File: src/rtl/e203_icb_arb2.sv
// e203_icb_arb2: two-master ICB arbiter onto one ICB target port.
// The arbiter picks one pending command per cycle and forwards it
// combinationally. It records the grant order in an outstanding-ID FIFO,
// so in-order target responses are routed back to the master that issued them.
// Build option: define E203_ICB_ARB_RR_EN for round-robin arbitration.
// Without it, arbitration is fixed priority with m0 over m1.
//
// Handshake rule for every channel: a transfer happens on a rising clk edge
// where valid and ready are both 1. A valid command or response holds its
// payload stable until that transfer. ready may depend combinationally on
// valid, but the arbiter never lets a valid depend on the matching ready.
module e203_icb_arb2 #(
   parameter int AW         = 32,
   parameter int OUTS_DEPTH = 2
) (
   input  logic          clk,
   input  logic          rst,

   input  logic          m0_icb_cmd_valid,
   output logic          m0_icb_cmd_ready,
   input  logic [AW-1:0] m0_icb_cmd_addr,
   input  logic          m0_icb_cmd_read,
   input  logic [31:0]   m0_icb_cmd_wdata,
   input  logic [3:0]    m0_icb_cmd_wmask,
   output logic          m0_icb_rsp_valid,
   input  logic          m0_icb_rsp_ready,
   output logic          m0_icb_rsp_err,
   output logic [31:0]   m0_icb_rsp_rdata,

   input  logic          m1_icb_cmd_valid,
   output logic          m1_icb_cmd_ready,
   input  logic [AW-1:0] m1_icb_cmd_addr,
   input  logic          m1_icb_cmd_read,
   input  logic [31:0]   m1_icb_cmd_wdata,
   input  logic [3:0]    m1_icb_cmd_wmask,
   output logic          m1_icb_rsp_valid,
   input  logic          m1_icb_rsp_ready,
   output logic          m1_icb_rsp_err,
   output logic [31:0]   m1_icb_rsp_rdata,

   output logic          t_icb_cmd_valid,
   input  logic          t_icb_cmd_ready,
   output logic [AW-1:0] t_icb_cmd_addr,
   output logic          t_icb_cmd_read,
   output logic [31:0]   t_icb_cmd_wdata,
   output logic [3:0]    t_icb_cmd_wmask,
   input  logic          t_icb_rsp_valid,
   output logic          t_icb_rsp_ready,
   input  logic          t_icb_rsp_err,
   input  logic [31:0]   t_icb_rsp_rdata,

   output logic          busy
);

   // Pointers carry one extra wrap bit beyond the index so full and empty
   // can be told apart. They wrap naturally modulo 2*OUTS_DEPTH.
   localparam int           PW       = $clog2(OUTS_DEPTH) + 1;
   localparam logic [PW-1:0] IDX_MASK = PW'(OUTS_DEPTH - 1);
   localparam logic [PW-1:0] FULL_XOR = PW'(OUTS_DEPTH);

   logic                  sel;
   logic                  sel_valid;
   logic                  lock;
   logic                  lock_id;
   logic                  cmd_hs;
   logic                  rsp_hs;
   logic                  full;
   logic                  empty;
   logic                  head;
   logic [PW-1:0]         wptr;
   logic [PW-1:0]         rptr;
   logic [PW-1:0]         wr_idx;
   logic [PW-1:0]         rd_idx;
   logic [OUTS_DEPTH-1:0] id_mem;

`ifdef E203_ICB_ARB_RR_EN
   logic                  last_gnt;
`endif

   // Grant selection. It uses only registered state and the master valids,
   // so there is no path from t_icb_cmd_ready into sel.
   always_comb begin
      sel = 1'b0;
      if (lock) begin
         sel = lock_id;
      end else if (m0_icb_cmd_valid && m1_icb_cmd_valid) begin
`ifdef E203_ICB_ARB_RR_EN
         sel = ~last_gnt;
`else
         sel = 1'b0;
`endif
      end else if (m1_icb_cmd_valid) begin
         sel = 1'b1;
      end
   end

   assign sel_valid        = sel ? m1_icb_cmd_valid : m0_icb_cmd_valid;
   assign t_icb_cmd_valid  = sel_valid & ~full;
   assign t_icb_cmd_addr   = sel ? m1_icb_cmd_addr  : m0_icb_cmd_addr;
   assign t_icb_cmd_read   = sel ? m1_icb_cmd_read  : m0_icb_cmd_read;
   assign t_icb_cmd_wdata  = sel ? m1_icb_cmd_wdata : m0_icb_cmd_wdata;
   assign t_icb_cmd_wmask  = sel ? m1_icb_cmd_wmask : m0_icb_cmd_wmask;
   assign m0_icb_cmd_ready = t_icb_cmd_ready & ~full & ~sel;
   assign m1_icb_cmd_ready = t_icb_cmd_ready & ~full &  sel;
   assign cmd_hs           = t_icb_cmd_valid & t_icb_cmd_ready;

   // Hold the grant while the target stalls an offered command, so a
   // command is never switched in the middle of a handshake.
   always_ff @(posedge clk or posedge rst) begin
      if (rst) begin
         lock    <= 1'b0;
         lock_id <= 1'b0;
      end else if (t_icb_cmd_valid && !t_icb_cmd_ready) begin
         lock    <= 1'b1;
         lock_id <= sel;
      end else if (cmd_hs) begin
         lock    <= 1'b0;
      end
   end

`ifdef E203_ICB_ARB_RR_EN
   // Remember the most recent winner. Reset to m1 so that m0 wins the
   // first contention after reset.
   always_ff @(posedge clk or posedge rst) begin
      if (rst) begin
         last_gnt <= 1'b1;
      end else if (cmd_hs) begin
         last_gnt <= sel;
      end
   end
`endif

   // Outstanding-ID FIFO status derived from the wrap-extended pointers.
   assign wr_idx = wptr & IDX_MASK;
   assign rd_idx = rptr & IDX_MASK;
   assign empty  = (wptr == rptr);
   assign full   = ((wptr ^ rptr) == FULL_XOR);
   assign busy   = ~empty;

   // Advance the pointers on command issue (push) and response accept (pop).
   always_ff @(posedge clk or posedge rst) begin
      if (rst) begin
         wptr <= '0;
         rptr <= '0;
      end else begin
         if (cmd_hs) wptr <= wptr + PW'(1);
         if (rsp_hs) rptr <= rptr + PW'(1);
      end
   end

   // Store the granted master ID in the slot the write pointer addresses.
   always_ff @(posedge clk or posedge rst) begin
      if (rst) begin
         id_mem <= '0;
      end else begin
         for (int i = 0; i < OUTS_DEPTH; i++) begin
            if (cmd_hs && (wr_idx == PW'(i))) id_mem[i] <= sel;
         end
      end
   end

   // Read the ID of the oldest outstanding command.
   always_comb begin
      head = 1'b0;
      for (int i = 0; i < OUTS_DEPTH; i++) begin
         if (rd_idx == PW'(i)) head = id_mem[i];
      end
   end

   // Route responses to the head master. A response that arrives while
   // nothing is outstanding is stray and is never accepted.
   assign m0_icb_rsp_valid = t_icb_rsp_valid & ~empty & ~head;
   assign m1_icb_rsp_valid = t_icb_rsp_valid & ~empty &  head;
   assign t_icb_rsp_ready  = ~empty & (head ? m1_icb_rsp_ready : m0_icb_rsp_ready);
   assign rsp_hs           = t_icb_rsp_valid & t_icb_rsp_ready;
   assign m0_icb_rsp_err   = t_icb_rsp_err;
   assign m1_icb_rsp_err   = t_icb_rsp_err;
   assign m0_icb_rsp_rdata = t_icb_rsp_rdata;
   assign m1_icb_rsp_rdata = t_icb_rsp_rdata;

endmodule

File: config.mk
export PLATFORM = sky130hd
export DESIGN_NAME = e203_icb_arb2
export DESIGN_NICKNAME = d
export VERILOG_FILES = /design/src/rtl/e203_icb_arb2.sv
export SDC_FILE = /design/constraint.sdc
export NUM_CORES = 1
export LEC_CHECK = 0
export ABC_AREA = 1
export BUFFER_PORTS_ARGS = -buffer_cell sky130_fd_sc_hd__buf_4
export CAP_MARGIN = 20
export CORE_AREA = 2 2 126 128
export DETAILED_ROUTE_END_ITERATION = 12
export DIE_AREA = 0 0 128 130
export PLACE_DENSITY_LB_ADDON = 0.1
export SYNTH_ARGS = -nofsm -noshare
export SYNTH_HDL_FRONTEND = slang
export SYNTH_SLANG_ARGS = --single-unit
File: constraint.sdc
create_clock -name clk -period 1.2 [get_ports clk]
set_input_delay 0.12 -clock clk [delete_from_list [all_inputs] [get_ports clk]]
set_output_delay 0.12 -clock clk [all_outputs]
set_load 0.05 [all_outputs]
=== Word level (Yosys, flattened, before mapping) ===
Index checks and enable logic that the tools add are counted.

* Reductions and logical operators: 8
* Eq/ne operators: 2
* Multiplexer cells: 13
* Bitwise gates (word level): 15
* Add/subtract/negate cells: 2

{| class="wikitable"
|+ Operators with widths
! cell !! count
|-
| $mux W32 || 2
|-
| $and A1 B1 Y1 || 10
|-
| $mux W1 || 10
|-
| $add A2 B1 Y2 const B || 2
|-
| $logic_and A1 B1 Y1 || 4
|-
| $logic_not A2 Y1 || 2
|-
| $mux W4 || 1
|-
| $not A1 Y1 || 4
|-
| $eq A2 B2 Y1 || 1
|-
| $eq A2 B2 Y1 const B || 1
|-
| $reduce_bool A2 Y1 || 1
|-
| $xor A2 B2 Y2 || 1
|-
| $logic_not A1 Y1 || 1
|}

* Output and inout bits: 142
* Bits in registers: 8
* Word-level logic and storage cells: 46
* Bits of input ports: 179

=== Logic depth before layout (Yosys ltp) ===
* Depth after elaboration: 8
* Mapped depth: 9
* Mapped depth without buffers: 9

=== Least setup slack after synthesis ===
OpenSTA, ideal clock, no wires.

* Kind: reg-to-output
* From: reg wptr[0]
* To: out m1_icb_rsp_valid
* Cell stages (with the launch flop): 7
* Buffers on the path: 0
* Arrival: 1948 ps
* Required time: 1080 ps
* Path slack: -868 ps
* Cells stage by stage: dfrtp_1 -> inv_1 -> nand2_1 -> nand2_2 -> nand3_1 -> nand2_1 -> a21oi_1

* Word-level cells in the longest chain between the ends: 4

{| class="wikitable"
|+ RTL lines
! item !! RTL line !! RTL
|-
| start, declared || 70 || <nowiki>logic [PW-1:0] wptr;</nowiki>
|-
| start signal, assigned || 146 || <nowiki>if (cmd_hs) wptr <= wptr + PW'(1);</nowiki>
|-
| $eq A2 B2 Y1 || 136 || <nowiki>assign empty = (wptr == rptr);</nowiki>
|-
| $not A1 Y1 || n/a ||
|-
| named net busy || 52 || <nowiki>output logic busy</nowiki>
|-
| $and A1 B1 Y1 (2 in series) || 173 || <nowiki>assign m1_icb_rsp_valid = t_icb_rsp_valid & ~empty & head;</nowiki>
|-
| end, declared || 36 || <nowiki>output logic m1_icb_rsp_valid,</nowiki>
|}

The timed path passes the listed nets, and every way through them passes these cells.

=== Worst setup path after layout ===
* From: reg lock
* To: out t_icb_cmd_addr[18]

* Word-level cells in the longest chain between the ends: 2

{| class="wikitable"
|+ RTL lines
! item !! RTL line !! RTL
|-
| start, declared || 63 || <nowiki>logic lock;</nowiki>
|-
| start signal, assigned || 111 || <nowiki>lock <= 1'b0;</nowiki>
|-
| start signal, assigned || 114 || <nowiki>lock <= 1'b1;</nowiki>
|-
| start signal, assigned || 117 || <nowiki>lock <= 1'b0;</nowiki>
|-
| $mux W1 || 84 || <nowiki>if (lock) begin</nowiki>
|-
| $mux W32 || 99 || <nowiki>assign t_icb_cmd_addr = sel ? m1_icb_cmd_addr : m0_icb_cmd_addr;</nowiki>
|-
| end, declared || 43 || <nowiki>output logic [AW-1:0] t_icb_cmd_addr,</nowiki>
|}

Every way passes these cells.

==> impl_metrics.toml <==
[run_status]
outcome = "finished, violations left"
violations = "negative setup slack"

[placed_design]
place_area_um2 = 4190
dpl.cell_count = 722
dp_worst_setup_slack_ps = -282
hpwlAfterDp_um = 7150
gp_congestion = 0.698
io_buffers = 221

[floorplanning]
core_um2 = 15400
die_area_um2 = 16600
start_util = 0.119
num_io_pins = 321
die_y_um = 130
num_rows = 46
die_x_um = 128

[logic_synthesis]
synth_fa_ha_area_frac = 0
synthXorXnorAreaFrac = 0.00476
yosys.area.top_type_share = 0.483
ys.flop_type = "dfrtp_1"
synth-edff-count = 0
synth_top_family_by_area = "simple AND/OR/NAND/NOR gates"
yosys.area_share.simple = 0.541
synth_top_cell_by_area = "nand2_1"
syn_area_um2 = 1840
yosysUniqueCellTypes = 19
synth-compound-area-share = 0.0170
synth_most_common_cell = "nand2_1"
syn-instance-count = 362
syn-num-nets = 541
ys_top_cells_by_count = "nand2_1, buf_4, buf_2, inv_1, dfrtp_1"
synth.area.mux_share = 0
syn_area_per_cell_um2 = 5.09
ys_ff_latch = 8
synth_area_leaders = "nand2_1, buf_4, dfrtp_1"
seq_area_frac_synth = 0.109
yosysWarningCount = 0
async_reset_ff_frac = 1.00

[timing]
fin_setup_tns_ps = -35020
worst_slack_ps = -500
worstMarginPinSlew_ps = 408
hold_viol = 0
finalCritPeriodShare = 1.42
finalMaxSlewViolations = 0
setup_violations = 84
grt_setup_unrepaired = "yes"
slew_headroom = 0.728
finClkSkew_ps = 4.06
layout_min_cycle_time_ps = 1700
fmax_mhz = 588

[worst_setup_path]
path_buf_inv = 3
crit_path_cell_trace = "nor2_2, nand2_2, nand2_4, buf_12, clkbuf_16, nand2_1, nand2_4, buf_8"
critical_path.max_fanout = 11
crit_path_top_delay_cell = "dfrtp_1"
crit_top_cell = "nand2_4"
r2r-end = "id_mem[1]$_DFFE_PP0P_"
crit_type = "reg2out"
reg2reg_from = "lock$_DFFE_PP0P_"
crit_path_start = "lock$_DFFE_PP0P_"
crit_family = "simple AND/OR/NAND/NOR gates"
critPathArrivalTime_ps = 1580
r2r_setup_slack_ps = -270
r2r.worst_path.cells = 9
critical_path_required_ps = 1080
end_kind = "output port"
worst_setup_path_start_kind = "flop"
max_stage_delay_ps = 400

[clock_tree]
worstSkewPairLatency_ps = 230
root_buffer = "clkbuf_16"
clock_path_buffers = 2
numCtsBuffers = 3
clk_pin_slew_worst_paths_ps = 40
htree_levels = 1
cts_tree = "done"
cts.sinks = 8

[cells_and_area]
diodes = 0
drive_gt1_frac = 0.841
stdcell_count = 739
syn_to_final_growth_pct = 177
stdcell_area_um2 = 5090
fin_nets = 728

[pwr]
leakage_uw = 0.00258
irDropWorstVdd_mv = 0.823
total_power_uw = 12700
powerDensity_nw_per_um2 = 2500

[grt]
grt_pass1_vias = 2913
grt_use_total = 0.102
grt_pass1_wl_um = 13800
grt-ovfl-total = 0
grt_antenna_before_repair = 0
grt_max_degree = 23

[routing]
route.vias.total = 2797
drc = 0
postRouteAntennaNets = 0
vias_per_cell = 3.78
wl_per_cell_um = 12.6
first_pass_iters = 4
wirelength_um = 9340
drt_iter0_drc = 50

[hold_path]
min_to = "m0_icb_rsp_rdata[4]"
min_path_type = "in2out"
hp-start = "t_icb_rsp_rdata[4]"
hold_depth = 0

[run]
max_cap_violations = 0
[placed cells by master (no fill, tap or decap), drive strengths merged, types with 4 or more instances in the layout]
master and n:
buf 259, nand2 241, inv 11, dfrtp 8
nor2 7, nand3 6, clkbuf 5, o21ai 4
[how the worst max path moves through the flow]
| stage | endpoint | slack, ps | cells after the start |
|---|---|---|---|
| CTS | t_icb_cmd_addr[24] | -520 | 8 |
| global placement | t_icb_cmd_wdata[26] | -260 | 7 |
| finish | t_icb_cmd_addr[18] | -500 | 8 |
| global route | t_icb_cmd_wdata[14] | -580 | 8 |
| detailed placement | t_icb_cmd_addr[1] | -280 | 7 |
| floorplan | t_icb_rsp_ready | -160 | 7 |
[sequential cells by signal, summed over array words and instances, names as in the netlist]
name     flops
lock         1
id_mem       2
lock_id      1
rptr         2
wptr         2
[logic make-up after synthesis]
kind of cell	after synthesis
simple gates	256
buf+inv	91
flops	8
compound gates	6
xor+xnor	1
[per-stage QoR]
stage          hold slack, ps  utilization
6_report                  240        0.330
3_3_place_gp              127        0.272
4_1_cts                   240        0.312
3_5_place_dp              133        0.272
2_1_floorplan           -64.3            -
5_1_grt                   240        0.330
[area by class of cell]
cell class,count,area [µm²]
clock buffer,3,75.1
fill,1667,10300
tap,192,240
sequential,8,201
multi-input combinational,263,1950
timing repair buffer,262,2580
inverter,11,51.3
[report_power, final]
group / leakage (µW) / internal, µW / total (µW) / switching (µW)
Combinational: 0.00244 / 4800 / 11600 / 6810
Sequential: 0.0000998 / 406 / 549 / 143
Clock: 0.0000370 / 431 / 576 / 145
Total: 0.00258 / 5640 / 12700 / 7100
[repair_timing]
item,CTS,global route
endpoints found under the setup margin,84,84
buffers inserted,8,2
pin swaps,9,2
hold buffers,1,0
gates resized for setup,111,75
gates cloned,3,2
endpoints found under the hold margin,8,0
[per-layer routing]
metal  share of wire  track usage
met2            0.57        0.203
met1            0.34        0.105
met3           0.080       0.0299
met5               0            0
met4           0.014       0.0252
[worst register-to-register path, cell delays in order, from the launching register on]
cell and delay, ps:
dfrtp_1 400, nand2_1 140, buf_4 130, or2_1 130, nand2_2 80, buf_4 150
nor2_4 120, nand2_1 100, nand2_1 70, nand2_1 40
Power figures use the tool's default switching activity.
